[src/rtl/stage_sequencer_if.sv]
// Handshake bundle between the stage sequencer, instruction memory and the LC3 control decoder.
// master = sequencer side, slave = memory/control side.
interface stage_sequencer_if;
  logic        fetch_req;
  logic        mem_ready;
  logic [15:0] mem_data;
  logic [1:0]  stage;
  logic [15:0] instruction;
  logic        stage_valid;
  logic        next_stage_le;
  logic [1:0]  next_stage;

  modport master (
    output fetch_req, stage, instruction, stage_valid,
    input  mem_ready, mem_data, next_stage_le, next_stage
  );

  modport slave (
    input  fetch_req, stage, instruction, stage_valid,
    output mem_ready, mem_data, next_stage_le, next_stage
  );
endinterface

[src/rtl/stage_sequencer.sv]
// Fetches LC3 instruction words and steps the control stage counter 0..3 (or jumps on request),
// stopping on HALT (TRAP x25) or a fetch timeout and counting retired instructions.
module stage_sequencer #(
  parameter int MEM_TIMEOUT = 15,
  parameter int COUNT_W     = 16
) (
  input  logic                   clk,
  input  logic                   rst,
  input  logic                   run,
  stage_sequencer_if.master      bus,
  output logic                   halted,
  output logic                   fault,
  output logic [COUNT_W-1:0]     instr_count
);

  localparam logic [15:0] HALT_WORD = 16'hF025;
  localparam int          TW        = (MEM_TIMEOUT < 2) ? 1 : $clog2(MEM_TIMEOUT + 1);
  localparam logic [TW-1:0] TMO_LIMIT = TW'(MEM_TIMEOUT);

  typedef enum logic [1:0] {IDLE, FETCH_WAIT, EXEC, STOP} state_t;

  state_t               state, state_nx;
  logic [1:0]           stage_q, stage_nx;
  logic [15:0]          instr_q, instr_nx;
  logic                 valid_q, valid_nx;
  logic                 req_q, req_nx;
  logic                 halted_q, halted_nx;
  logic                 fault_q, fault_nx;
  logic [COUNT_W-1:0]   count_q, count_nx;
  logic [TW-1:0]        tmo_q, tmo_nx;
  logic [TW-1:0]        tmo_inc;
  logic                 retire;

  assign bus.stage       = stage_q;
  assign bus.instruction = instr_q;
  assign bus.stage_valid = valid_q;
  assign bus.fetch_req   = req_q;
  assign halted          = halted_q;
  assign fault           = fault_q;
  assign instr_count     = count_q;
  assign tmo_inc         = tmo_q + 1'b1;

  always_ff @(posedge clk) begin
    if (rst) begin
      state    <= IDLE;
      stage_q  <= 2'd0;
      instr_q  <= 16'h0000;
      valid_q  <= 1'b0;
      req_q    <= 1'b0;
      halted_q <= 1'b0;
      fault_q  <= 1'b0;
      count_q  <= '0;
      tmo_q    <= '0;
    end else begin
      state    <= state_nx;
      stage_q  <= stage_nx;
      instr_q  <= instr_nx;
      valid_q  <= valid_nx;
      req_q    <= req_nx;
      halted_q <= halted_nx;
      fault_q  <= fault_nx;
      count_q  <= count_nx;
      tmo_q    <= tmo_nx;
    end
  end

  always_comb begin
    state_nx  = state;
    stage_nx  = stage_q;
    instr_nx  = instr_q;
    valid_nx  = valid_q;
    req_nx    = req_q;
    halted_nx = halted_q;
    fault_nx  = fault_q;
    count_nx  = count_q;
    tmo_nx    = tmo_q;
    retire    = 1'b0;

    case (state)
      IDLE: begin
        if (run) begin
          state_nx = FETCH_WAIT;
          req_nx   = 1'b1;
        end
      end

      // A word arriving on the last allowed cycle beats the timeout.
      FETCH_WAIT: begin
        if (bus.mem_ready) begin
          instr_nx = bus.mem_data;
          req_nx   = 1'b0;
          stage_nx = 2'd0;
          valid_nx = 1'b1;
          tmo_nx   = '0;
          state_nx = EXEC;
        end else if (MEM_TIMEOUT != 0) begin
          tmo_nx = tmo_inc;
          if (tmo_inc == TMO_LIMIT) begin
            fault_nx = 1'b1;
            req_nx   = 1'b0;
            state_nx = STOP;
          end
        end
      end

      EXEC: begin
        retire = bus.next_stage_le ? (bus.next_stage == 2'd0) : (stage_q == 2'd3);
        if (retire) begin
          count_nx = count_q + 1'b1;
          stage_nx = 2'd0;
          valid_nx = 1'b0;
          if (instr_q == HALT_WORD) begin
            halted_nx = 1'b1;
            state_nx  = STOP;
          end else if (run) begin
            req_nx   = 1'b1;
            state_nx = FETCH_WAIT;
          end else begin
            state_nx = IDLE;
          end
        end else if (bus.next_stage_le) begin
          stage_nx = bus.next_stage;
        end else begin
          stage_nx = stage_q + 2'd1;
        end
      end

      STOP: begin
        valid_nx = 1'b0;
        req_nx   = 1'b0;
        stage_nx = 2'd0;
      end

      default: state_nx = IDLE;
    endcase
  end

endmodule

[src/flat_wrapper.sv]
// flat-port wrapper written by rule: the top's interface ports become plain ports
module stage_sequencer_flat 
#(
  parameter int MEM_TIMEOUT = 15,
  parameter int COUNT_W     = 16
)
  (clk, rst, run, halted, fault, instr_count, bus_fetch_req, bus_stage, bus_instruction, bus_stage_valid, bus_mem_ready, bus_mem_data, bus_next_stage_le, bus_next_stage);
  stage_sequencer_if bus_i ();
  input  logic clk;
  input  logic rst;
  input  logic run;
  output logic halted;
  output logic fault;
  output logic [COUNT_W-1:0] instr_count;
  output wire logic [$bits(bus_i.fetch_req)-1:0] bus_fetch_req;
  output wire logic [$bits(bus_i.stage)-1:0] bus_stage;
  output wire logic [$bits(bus_i.instruction)-1:0] bus_instruction;
  output wire logic [$bits(bus_i.stage_valid)-1:0] bus_stage_valid;
  input wire logic [$bits(bus_i.mem_ready)-1:0] bus_mem_ready;
  input wire logic [$bits(bus_i.mem_data)-1:0] bus_mem_data;
  input wire logic [$bits(bus_i.next_stage_le)-1:0] bus_next_stage_le;
  input wire logic [$bits(bus_i.next_stage)-1:0] bus_next_stage;
  assign bus_fetch_req = bus_i.fetch_req;
  assign bus_stage = bus_i.stage;
  assign bus_instruction = bus_i.instruction;
  assign bus_stage_valid = bus_i.stage_valid;
  assign bus_i.mem_ready = bus_mem_ready;
  assign bus_i.mem_data = bus_mem_data;
  assign bus_i.next_stage_le = bus_next_stage_le;
  assign bus_i.next_stage = bus_next_stage;
  stage_sequencer #(.MEM_TIMEOUT(MEM_TIMEOUT), .COUNT_W(COUNT_W)) u_core (.clk(clk), .rst(rst), .run(run), .bus(bus_i), .halted(halted), .fault(fault), .instr_count(instr_count));
endmodule
[config.mk]
export PLATFORM = sky130hd
export DESIGN_NAME = stage_sequencer_flat
export DESIGN_NICKNAME = d
export VERILOG_FILES = /design/src/rtl/stage_sequencer_if.sv /design/src/rtl/stage_sequencer.sv /design/src/flat_wrapper.sv
export SDC_FILE = /design/constraint.sdc
export NUM_CORES = 1
export LEC_CHECK = 0
export CORE_ASPECT_RATIO = 1.1
export CORE_UTILIZATION = 42
export DETAILED_ROUTE_END_ITERATION = 8
export PLACE_DENSITY = 0.75
export SYNTH_ARGS = -nofsm -noshare
export SYNTH_HDL_FRONTEND = slang
export SYNTH_SLANG_ARGS = --single-unit
[constraint.sdc]
create_clock -name clk -period 1.9 [get_ports clk]
set_input_delay 0.38 -clock clk [delete_from_list [all_inputs] [get_ports clk]]
set_output_delay 0.38 -clock clk [all_outputs]
set_load 0.01 [all_outputs]
==> results of run 1 <==
-- critical path, stage by stage (launching register included) --
cell and delay, ns:
dfxtp_2 0.34, or4b_4 0.54, nor4_4 0.31, and2_4 0.19, and4b_1 0.19, a221o_1 0.25
-- worst paths after layout --
check / endpoint / startpoint / slack [ns] / cells after the start
hold / removal: u_core.fault / u_core.fault / 0.48 / 2
setup / recovery: u_core.bus.fetch_req / u_core.bus.instruction[8] / -0.03 / 5
setup reg to reg: u_core.bus.fetch_req / u_core.bus.instruction[8] / -0.03 / 5
hold reg to reg: u_core.fault / u_core.fault / 0.48 / 2
-- cells in the mapped netlist, types with 4 or more instances --
cell / instances
xor2_1: 12
nor2_1: 26
ha_1: 9
nand2b_1: 5
clkbuf_1: 9
nand2_1: 42
a21oi_1: 26
dfxtp_1: 44
o21ai_0: 5
nand4_1: 4
nand3_1: 6
inv_1: 9
nor2b_1: 4
-- final cells by class --
cell class	count	area share, %
multi-input combinational	181	36.78
timing repair buffer	94	28.04
tap	56	2.296
clock inverter	3	0.6150
clock buffer	5	2.255
sequential	44	28.91
inverter	9	1.107
-- repair_timing --
action | 4_1_cts | 5_1_grt
pin swaps | 2 | 4
endpoints found under the setup margin | 2 | 4
gates resized for setup | 2 | 7
buffers inserted | 6 | 1
-- state kept, by name, indices dropped and copies added (netlist names) --
register / cells
u_core.bus.fetch_req: 1
u_core.bus.instruction: 16
u_core.bus.stage: 2
u_core.bus.stage_valid: 1
u_core.fault: 1
u_core.halted: 1
u_core.instr_count: 16
u_core.state: 2
u_core.tmo_q: 4
-- cell families (layout without fill, tap and decap cells) --
| kind of cell | Yosys count | after routing | share of synthesized area [%] |
|---|---|---|---|
| XOR/XNOR | 14 | 14 | 6.020 |
| adder cells (fa/ha/maj) | 9 | 9 | 5.528 |
| AND/OR/NAND/NOR | 110 | 110 | 26.97 |
| buffers and inverters | 18 | 111 | 3.317 |
| AO/OA/AOI/OAI | 45 | 45 | 13.45 |
| flip-flops | 44 | 44 | 43.24 |
| multiplexers | 3 | 3 | 1.474 |
-- power by group --
part	total, W	internal, W	switching, W
logic	0.000545	0.000285	0.000260
registers	0.00103	0.000983	0.0000523
clock network	0.000573	0.000256	0.000317
total	0.00215	0.00152	0.000629
-- cell usage in the layout (no fill, tap or decap), types with 4 or more instances in the layout --
cell type,Yosys,layout
nand2b_1,5,5
o21ai_0,5,5
xor2_1,12,12
buf_4,0,34
nor2b_1,4,4
nand3_1,6,6
clkdlybuf4s50_1,0,60
ha_1,9,9
dfxtp_1,44,43
a21oi_1,26,24
inv_1,9,9
clkbuf_8,0,5
nor2_1,26,26
nand4_1,4,4
nand2_1,42,42
-- routing by layer --
metal | part of all wire [%] | vias to the layer above
li1 | - | 1016
met3 | 5.8 | 7
met2 | 49 | 62
met5 | 0 | -
met4 | 0.93 | 0
met1 | 44 | 912
-- stage by stage --
stage	area [µm²]	total power (W)	setup TNS [ns]	utilization [%]
after floorplan	2037	0.001305	0	-
after global placement	2892	0.001565	-3.331	62.16
after detailed placement	2892	0.001576	-4.022	62.16
after CTS	3028	0.002148	-0.02740	65.09
after global routing	3052	0.002274	-0.1529	65.60
final	3052	0.002153	-0.02982	65.60
==> results.md, run 1 <==
* Port Buf Inserts at 60
* Max Buffers Root-to-Sink at 2
* Yosys warns at 0
* I/O Pins at 61
* Data required time of the worst path at 2.09 ns
* Starting density of the core at 43.79%
* Status: complete, but fails checks
* CTS tree: done
* Vias per cell at 5.094
* Nature of the critical path startpoint: flip-flop
* Synthesized flop and latch total at 44
* Slew @ Worst Pin at 0.5002 ns
* Clk_skew at 0.008467 ns
* HP Class: reg2reg
* Final period util at 101.6%
* Yosys cell types at 40
* Met3 Use GR at 5.455%
* Routed Antenna Nets at 0
* LEAKAGE at 1.214 nW
* Slew Viols, Final at 0
* # fillers at 399
* Hold Vio Cnt, Final at 0
* Global-route wire length before repair at 7.700 mm
* Sequential share of the synthesized area at 43.24%
* Post-Synthesis Cells at 243
* GPL Wtd Cong at 0.8139
* Clk Latency, worst-skew pair at 0.30 ns
* Storage cell area at 882.1 µm²
* CTS buffer count at 5
* GRT met1 Usage at 22.86%
* Crit path time final at 1.930 ns
* Multi-input logic area at 0.001122 mm²
* Initial antenna violation count at 0
* Cts hold-fix bufs at 0
* Synthesized cell area at 0.002037 mm²
* Mean Syn Cell Area at 8.383 µm²
* Syn_nets at 275
* Finished Layout Cells at 392
* Power per cell area at 705.6 mW/mm²
* Setup CP Type: reg2reg
* Max Freq at 518.2 MHz
* Yosys top cell by area: dfxtp_1
* CTS Root Cell: clkbuf_8
* RSZ-0062 raised after global routing: true
* Asr flop ratio synth at 0%
* Placement Setup Slack at -0.3324 ns
* Core Box Area at 0.004652 mm²
* Crit path DAT at 2.12 ns
* Routed wire length per instance at 12.60 µm
* Max VDD drop at 0.0005582 V
* DR vias at 1997
* Placed insts at 379
* Number of flops mapped to enable cells by yosys at 0
* Yosys top cell area share at 43.24%
* Die width at 68.40 µm
* Drt initial violations at 59
* Met2 Usage GRT at 35.29%
* Total GRT Usage at 19.80%
* Drt pass-1 iters at 4
* Vias in the first global route at 1843
* Max_slew headroom at 66.58%
* Synth Flop Type: dfxtp_1
* Detailed placement HPWL at 3.578 mm
* Pin count of the biggest net entering global routing at 17
* Max cap viols at 0
* CTS Sinks at 44
* Failing checks: setup timing
* Final #Nets at 367
* Layout cells sized above 1 at 15.77%
* Most used routing layer in global routing: met2
* DR DRC count at 0
* Final setup violation count at 1
* CTS clk-pin slew, worst paths at 0.09 ns
* GRT Residual Overflow at 0
* Synth area leaders: dfxtp_1 (43%), nand2_1 (7.7%), a21oi_1 (6.4%)
* Die Ht at 75.04 µm
* Layout area overhead at 49.82%
* Crit end category: flip-flop
* Die area at 0.005133 mm²
* Row count at 26
* Critical Path Fanout Max at 2
* Final hold slack at 0.4771 ns
* Final WS setup at -0.02982 ns
* WL final at 4.940 mm
* N_diodes at 0
* H-tree levels at 2
(Power assumes the default switching activity.)
==> run 2, diff against run 1 <==
--- a/config.mk
+++ b/config.mk
@@ -6,9 +6,10 @@
 export NUM_CORES = 1
 export LEC_CHECK = 0
 export CORE_ASPECT_RATIO = 1.1
-export CORE_UTILIZATION = 42
+export CORE_UTILIZATION = 44
+export CTS_BUF_LIST = sky130_fd_sc_hd__clkbuf_8
 export DETAILED_ROUTE_END_ITERATION = 8
-export PLACE_DENSITY = 0.75
+export PLACE_DENSITY = 0.78
 export SYNTH_ARGS = -nofsm -noshare
 export SYNTH_HDL_FRONTEND = slang
 export SYNTH_SLANG_ARGS = --single-unit
==> results.md, run 2 (synthesized netlist as in run 1, its figures left out) <==
* Status: complete, but fails checks
* Failing checks: setup timing
* CTS Root Cell: clkbuf_8
* Core Box Area at 0.004379 mm² (-5.9%)
* DR top layer: met4
* H-tree levels at 2 (unchanged)
* Global-route wire length before repair at 7.417 mm (-3.7%)
* GRT Residual Overflow at 0 (unchanged)
* DR DRC count at 0 (unchanged)
* Final hold slack at 0.4801 ns (+0.002984 ns)
* CTS clk-pin slew, worst paths at 0.08 ns (about the same)
* Die area at 0.004906 mm² (-4.4%)
* Max cap viols at 0 (unchanged)
* Drt pass-1 iters at 4 (unchanged)
* DR vias at 1879 (-5.9%)
* Setup CP Type: reg2reg
* Die Ht at 73.36 µm (-2.2%)
* Row count at 25 (-3.8%)
* Final #Nets at 354 (-3.5%)
* Clk_skew at 0.003115 ns (-0.005352 ns)
* Max Buffers Root-to-Sink at 2 (unchanged)
* Drt initial violations at 67 (+14%)
* HP Class: reg2reg
* Layout area overhead at 46.62%
* Post-layout util at 68.20% (+2.6 points)
* Layout cells sized above 1 at 11.76% (-4.0 points)
* Final setup violation count at 1 (unchanged)
* Power per cell area at 768.4 mW/mm² (+8.9%)
* Met1 WL at 2.160 mm (-0.83%)
* CTS tree: done
* Metal3 WL at 315 µm (+11%)
* Crit path time final at 1.903 ns (-0.02645 ns)
* Max Freq at 525.4 MHz (+1.4%)
* Total GRT Usage at 19.83% (+0.027 points)
* Hold Vio Cnt, Final at 0 (unchanged)
* Initial antenna violation count at 0 (unchanged)
* Routed Antenna Nets at 0 (unchanged)
* Final WS setup at -0.003371 ns (+0.02645 ns)
* LEAKAGE at 1.165 nW (-4.0%)
* Vias per cell at 4.984 (-2.2%)
* Port Buf Inserts at 60 (unchanged)
* Most frequent cells in the layout: clkdlybuf4s50_1 (59), dfxtp_1 (43), nand2_1 (42)
* Die width at 66.88 µm (-2.2%)
* Critical Path Fanout Max at 2 (unchanged)
* Crit path DAT at 2.09 ns (-0.03 ns)
* Max_slew headroom at 83.27% (+17 points)
* Nature of the critical path startpoint: flip-flop
* Slew @ Worst Pin at 0.2491 ns (-0.2511 ns)
* Finished Layout Cells at 377 (-3.8%)
* Placed insts at 369 (-2.6%)
* Vias in the first global route at 1699 (-7.8%)
* Max VDD drop at 0.0005497 V (-1.5%)
* RSZ-0062 raised after global routing: true
* Final period util at 100.2% (-1.4 points)
* GPL Wtd Cong at 0.7903 (-2.9%)
* N_diodes at 0 (unchanged)
* Crit end category: flip-flop
* Detailed placement HPWL at 3.232 mm (-9.7%)
* Clk Latency, worst-skew pair at 0.29 ns (about the same)
* Total power at 0.002295 W (+6.6%)
* Pin count of the biggest net entering global routing at 36 (+19)
* CTS Sinks at 44 (unchanged)
* Routed wire length per instance at 12.33 µm (-2.2%)
* Placement Setup Slack at -0.4266 ns (-0.09423 ns)
* Commonest non-fill, non-tap cell in the layout: clkdlybuf4s50_1
* Data required time of the worst path at 2.09 ns (about the same)
* I/O Pins at 61 (unchanged)
* Starting density of the core at 46.51% (+2.7 points)
* CTS buffer count at 5 (unchanged)
* # fillers at 356 (-11%)
* WL final at 4.648 mm (-5.9%)
* Slew Viols, Final at 0 (unchanged)
* Met2 WL at 2.117 mm (-13%)
==> run 2: repair_timing <==
item	in CTS	in global routing
setup buffers	0	0
pin swaps	1	3
gates resized for setup	7	1
hold buffers	0	0
setup endpoints to repair	4	2
hold endpoints to repair	0	0
==> run 2: worst paths after layout <==
check                           cells after the start  slack [ns]                       from                   end
worst max-delay path                                5      -0.003  u_core.bus.instruction[4]  u_core.bus.fetch_req
worst min-delay path                                2        0.48               u_core.fault          u_core.fault
worst max register to register                      5      -0.003  u_core.bus.instruction[4]  u_core.bus.fetch_req
worst min register to register                      2        0.48               u_core.fault          u_core.fault
==> run 2: metrics by stage <==
step / cell area [µm²] / TNS, ns
floorplan: 2037 / 0
global placement: 2841 / -5.057
detailed placement: 2841 / -5.481
CTS: 2985 / -0.008726
global route: 2987 / -0.05208
finish: 2987 / -0.003371
==> run 2: per-layer routing <==
metal / up-vias / GRT usage (%)
li1: 983 / -
met1: 836 / 24.07
met2: 54 / 32.55
met3: 6 / 7.298
met4: 0 / 5.674
met5: - / 0
==> run 2: where the power goes <==
part           switching [W]  internal (W)
sequential         0.0000511      0.000983
clock               0.000318      0.000430
combinational       0.000247      0.000267
total               0.000616       0.00168
==> run 2: final cells by class <==
| cell class | count | area (µm²) | area share [%] |
|---|---|---|---|
| multi-input combinational | 181 | 1112 | 37.24 |
| sequential | 44 | 882.1 | 29.54 |
| timing repair buffer | 81 | 769.5 | 25.76 |
| clock buffer | 6 | 82.58 | 2.765 |
| tap | 54 | 67.56 | 2.262 |
| clock inverter | 2 | 38.79 | 1.299 |
| inverter | 9 | 33.78 | 1.131 |
==> run 2: worst max-delay path, cell delays in order, from the launching register on <==
cell and delay, ns:
dfxtp_1 0.32, or4b_4 0.55, nor4_4 0.31, and2_4 0.19
and4b_1 0.19, a221o_1 0.25
==> run 3, diff against run 2 <==
--- a/config.mk
+++ b/config.mk
@@ -5,11 +5,12 @@
 export SDC_FILE = /design/constraint.sdc
 export NUM_CORES = 1
 export LEC_CHECK = 0
+export CAP_MARGIN = 20
 export CORE_ASPECT_RATIO = 1.1
-export CORE_UTILIZATION = 44
+export CORE_UTILIZATION = 52
 export CTS_BUF_LIST = sky130_fd_sc_hd__clkbuf_8
 export DETAILED_ROUTE_END_ITERATION = 8
-export PLACE_DENSITY = 0.78
+export PLACE_DENSITY = 0.87
 export SYNTH_ARGS = -nofsm -noshare
 export SYNTH_HDL_FRONTEND = slang
 export SYNTH_SLANG_ARGS = --single-unit
==> constraint.sdc (replaced) <==
create_clock -name clk -period 2.4 [get_ports clk]
set_input_delay 0.48 -clock clk [delete_from_list [all_inputs] [get_ports clk]]
set_output_delay 0.48 -clock clk [all_outputs]
set_load 0.01 [all_outputs]
==> results.md, run 3 (synthesized netlist as in run 1, its figures left out) <==
* Status: completed
* Max Buffers Root-to-Sink at 2 (unchanged)
* Global-route wire length before repair at 7.693 mm (+3.7%)
* Placement Setup Slack at -0.01482 ns (+0.4118 ns)
* Port Buf Inserts at 60 (unchanged)
* Total power at 0.001637 W (-29%)
* Clk_skew at 0.01005 ns (+0.006940 ns)
* GPL Wtd Cong at 0.7799 (-1.3%)
* Max Freq at 476.8 MHz
* Crit path time final at 2.097 ns
* Combinational group share of total power at 22.4% (about the same)
* Dpl cell area at 0.002711 mm² (-4.6%)
* GRT Residual Overflow at 0 (unchanged)
* Die Ht at 67.65 µm (-7.8%)
* Sw power at 0.0004814 W (-22%)
* Layout cells sized above 1 at 5.537% (-6.2 points)
* Drt initial violations at 111 (+66%)
* Placed insts at 350 (-5.1%)
* Routed Antenna Nets at 0 (unchanged)
* # fillers at 292 (-18%)
* Sw frac at 29.40% (+2.6 points)
* LEAKAGE at 1.036 nW (-11%)
* CTS Sinks at 44 (unchanged)
* PostCTS Resize Cnt at 0 (-7)
* Setup CP Type: in2reg
* Final #Nets at 339 (-4.2%)
* Detailed placement HPWL at 3.253 mm (+0.66%)
* Slew @ Worst Pin at 0.5617 ns (+0.3126 ns)
* CP top delay family: simple AND/OR/NAND/NOR gates
* Max_slew headroom at 62.56% (-21 points)
* Sum of negative setup slack at 0 ns (+0.003371 ns)
* Most frequent cells in the layout: clkdlybuf4s50_1 (60), dfxtp_1 (44), nand2_1 (42)
* Finished Layout Cells at 357 (-5.3%)
* Routed wire length per instance at 13.17 µm (+6.8%)
* Core Box Area at 0.003684 mm² (-16%)
* Die width at 61.68 µm (-7.8%)
* RSZ-0062 raised after global routing: false
* Vias in the first global route at 1791 (+5.4%)
* Vias per cell at 5.202 (+4.4%)
* CTS Root Cell: clkbuf_8
* DR DRC count at 0 (unchanged)
* WL final at 4.701 mm (+1.1%)
* Storage cell area at 880.8 µm² (-0.14%)
* Internal power at 0.001156 W (-31%)
* Initial antenna violation count at 0 (unchanged)
* Cts hold-fix bufs at 0 (unchanged)
* Part of the power in registers at 50.1% (+5.1 points)
* Drt pass-1 iters at 4 (unchanged)
* I/O Pins at 61 (unchanged)
* Max VDD drop at 0.0004026 V (-27%)
* Pin count of the biggest net entering global routing at 28 (-22%)
* Slew Viols, Final at 0 (unchanged)
* Data required time of the worst path at 2.60 ns (+0.51 ns)
* Clk pwr share at 27.6% (-5.0 points)
* Die area at 0.004172 mm² (-15%)
* Post-CTS Setup Bufs at 0 (unchanged)
* Buf/Inv on CP at 1 (+1)
* Total GRT Usage at 25.70% (+5.9 points)
* Commonest non-fill, non-tap cell in the layout: clkdlybuf4s50_1
* Crit path DAT at 2.30 ns (+0.21 ns)
* CTS tree: done
* Clk Latency, worst-skew pair at 0.31 ns (+0.02 ns)
* CTS clk-pin slew, worst paths at 0.08 ns (about the same)
* Slowest cell on crit path: clkdlybuf4s50_1
* Row count at 23 (-8.0%)
* Starting density of the core at 55.30% (+8.8 points)
* Cells along the critical path: clkdlybuf4s50_1 > or3b_1 > and3_1 > a21oi_1 > nand2b_1 > a221o_1
* Worst path max stage delay at 0.47 ns (-0.08 ns)
* Nature of the critical path startpoint: input pin
* HP Class: reg2reg
* Final WS setup at 0.3029 ns (+0.3062 ns)
* Layout area overhead at 37.10%
* Critical Path Fanout Max at 4 (+2)
* Final period util at 87.38%
* Hold Vio Cnt, Final at 0 (unchanged)
* Crit end category: flip-flop
* Final setup violation count at 0 (-1)
* DR vias at 1857 (-1.2%)
* N_diodes at 0 (unchanged)
* Multi-input logic area at 0.001089 mm² (-2.1%)
* Power per cell area at 586.2 mW/mm² (-24%)
* CTS buffer count at 5 (unchanged)
* Final Cell Area at 0.002793 mm² (-6.5%)
* Max cap viols at 0 (unchanged)
* H-tree levels at 2 (unchanged)
==> run 3: per-stage QoR <==
step / hold WS [ns] / util [%]
2_1_floorplan: 0.4761 / -
3_3_place_gp: 0.4470 / 73.61
3_5_place_dp: 0.4594 / 73.61
4_1_cts: 0.4740 / 75.82
5_1_grt: 0.4981 / 75.82
6_report: 0.4714 / 75.82
==> run 3: metal layers <==
layer,part of all wire (%),track usage (%),up-vias
met2,48,41.67,58
met3,5.4,9.579,11
met1,44,29.43,836
li1,-,-,952
met5,0,0,-
met4,2.3,12.22,0
==> run 3: power groups by stage <==
stage	registers, W	logic, W	clock network [W]
2_1_floorplan	0.000845	0.000189	0
3_3_place_gp	0.000832	0.000358	0
3_5_place_dp	0.000834	0.000360	0
4_1_cts	0.000819	0.000368	0.000453
5_1_grt	0.000827	0.000411	0.000502
6_report	0.000820	0.000366	0.000451
==> run 3: final timing paths <==
kind | startpoint | endpoint | slack, ns | cells past startpoint
max | bus_next_stage_le | u_core.bus.fetch_req | 0.30 | 6
min | u_core.bus.instruction[11] | u_core.bus.instruction[11] | 0.47 | 2
max reg2reg | u_core.bus.instruction[4] | u_core.bus.fetch_req | 0.44 | 5
min reg2reg | u_core.bus.instruction[11] | u_core.bus.instruction[11] | 0.47 | 2
==> run 3: worst reg2reg max path, cell delays in order, from the launching register on <==
cell and delay [ns]:
dfxtp_1 0.33, or4b_1 0.54, nor4_2 0.30, and2_2 0.22, and4b_1 0.20, a221o_1 0.25
==> run 3: final cells by class <==
type,count,share of cell area [%]
timing repair buffer,66,23.12
sequential,44,31.54
inverter,9,1.210
clock buffer,5,2.464
multi-input combinational,181,38.98
tap,50,2.240
clock inverter,2,0.4480
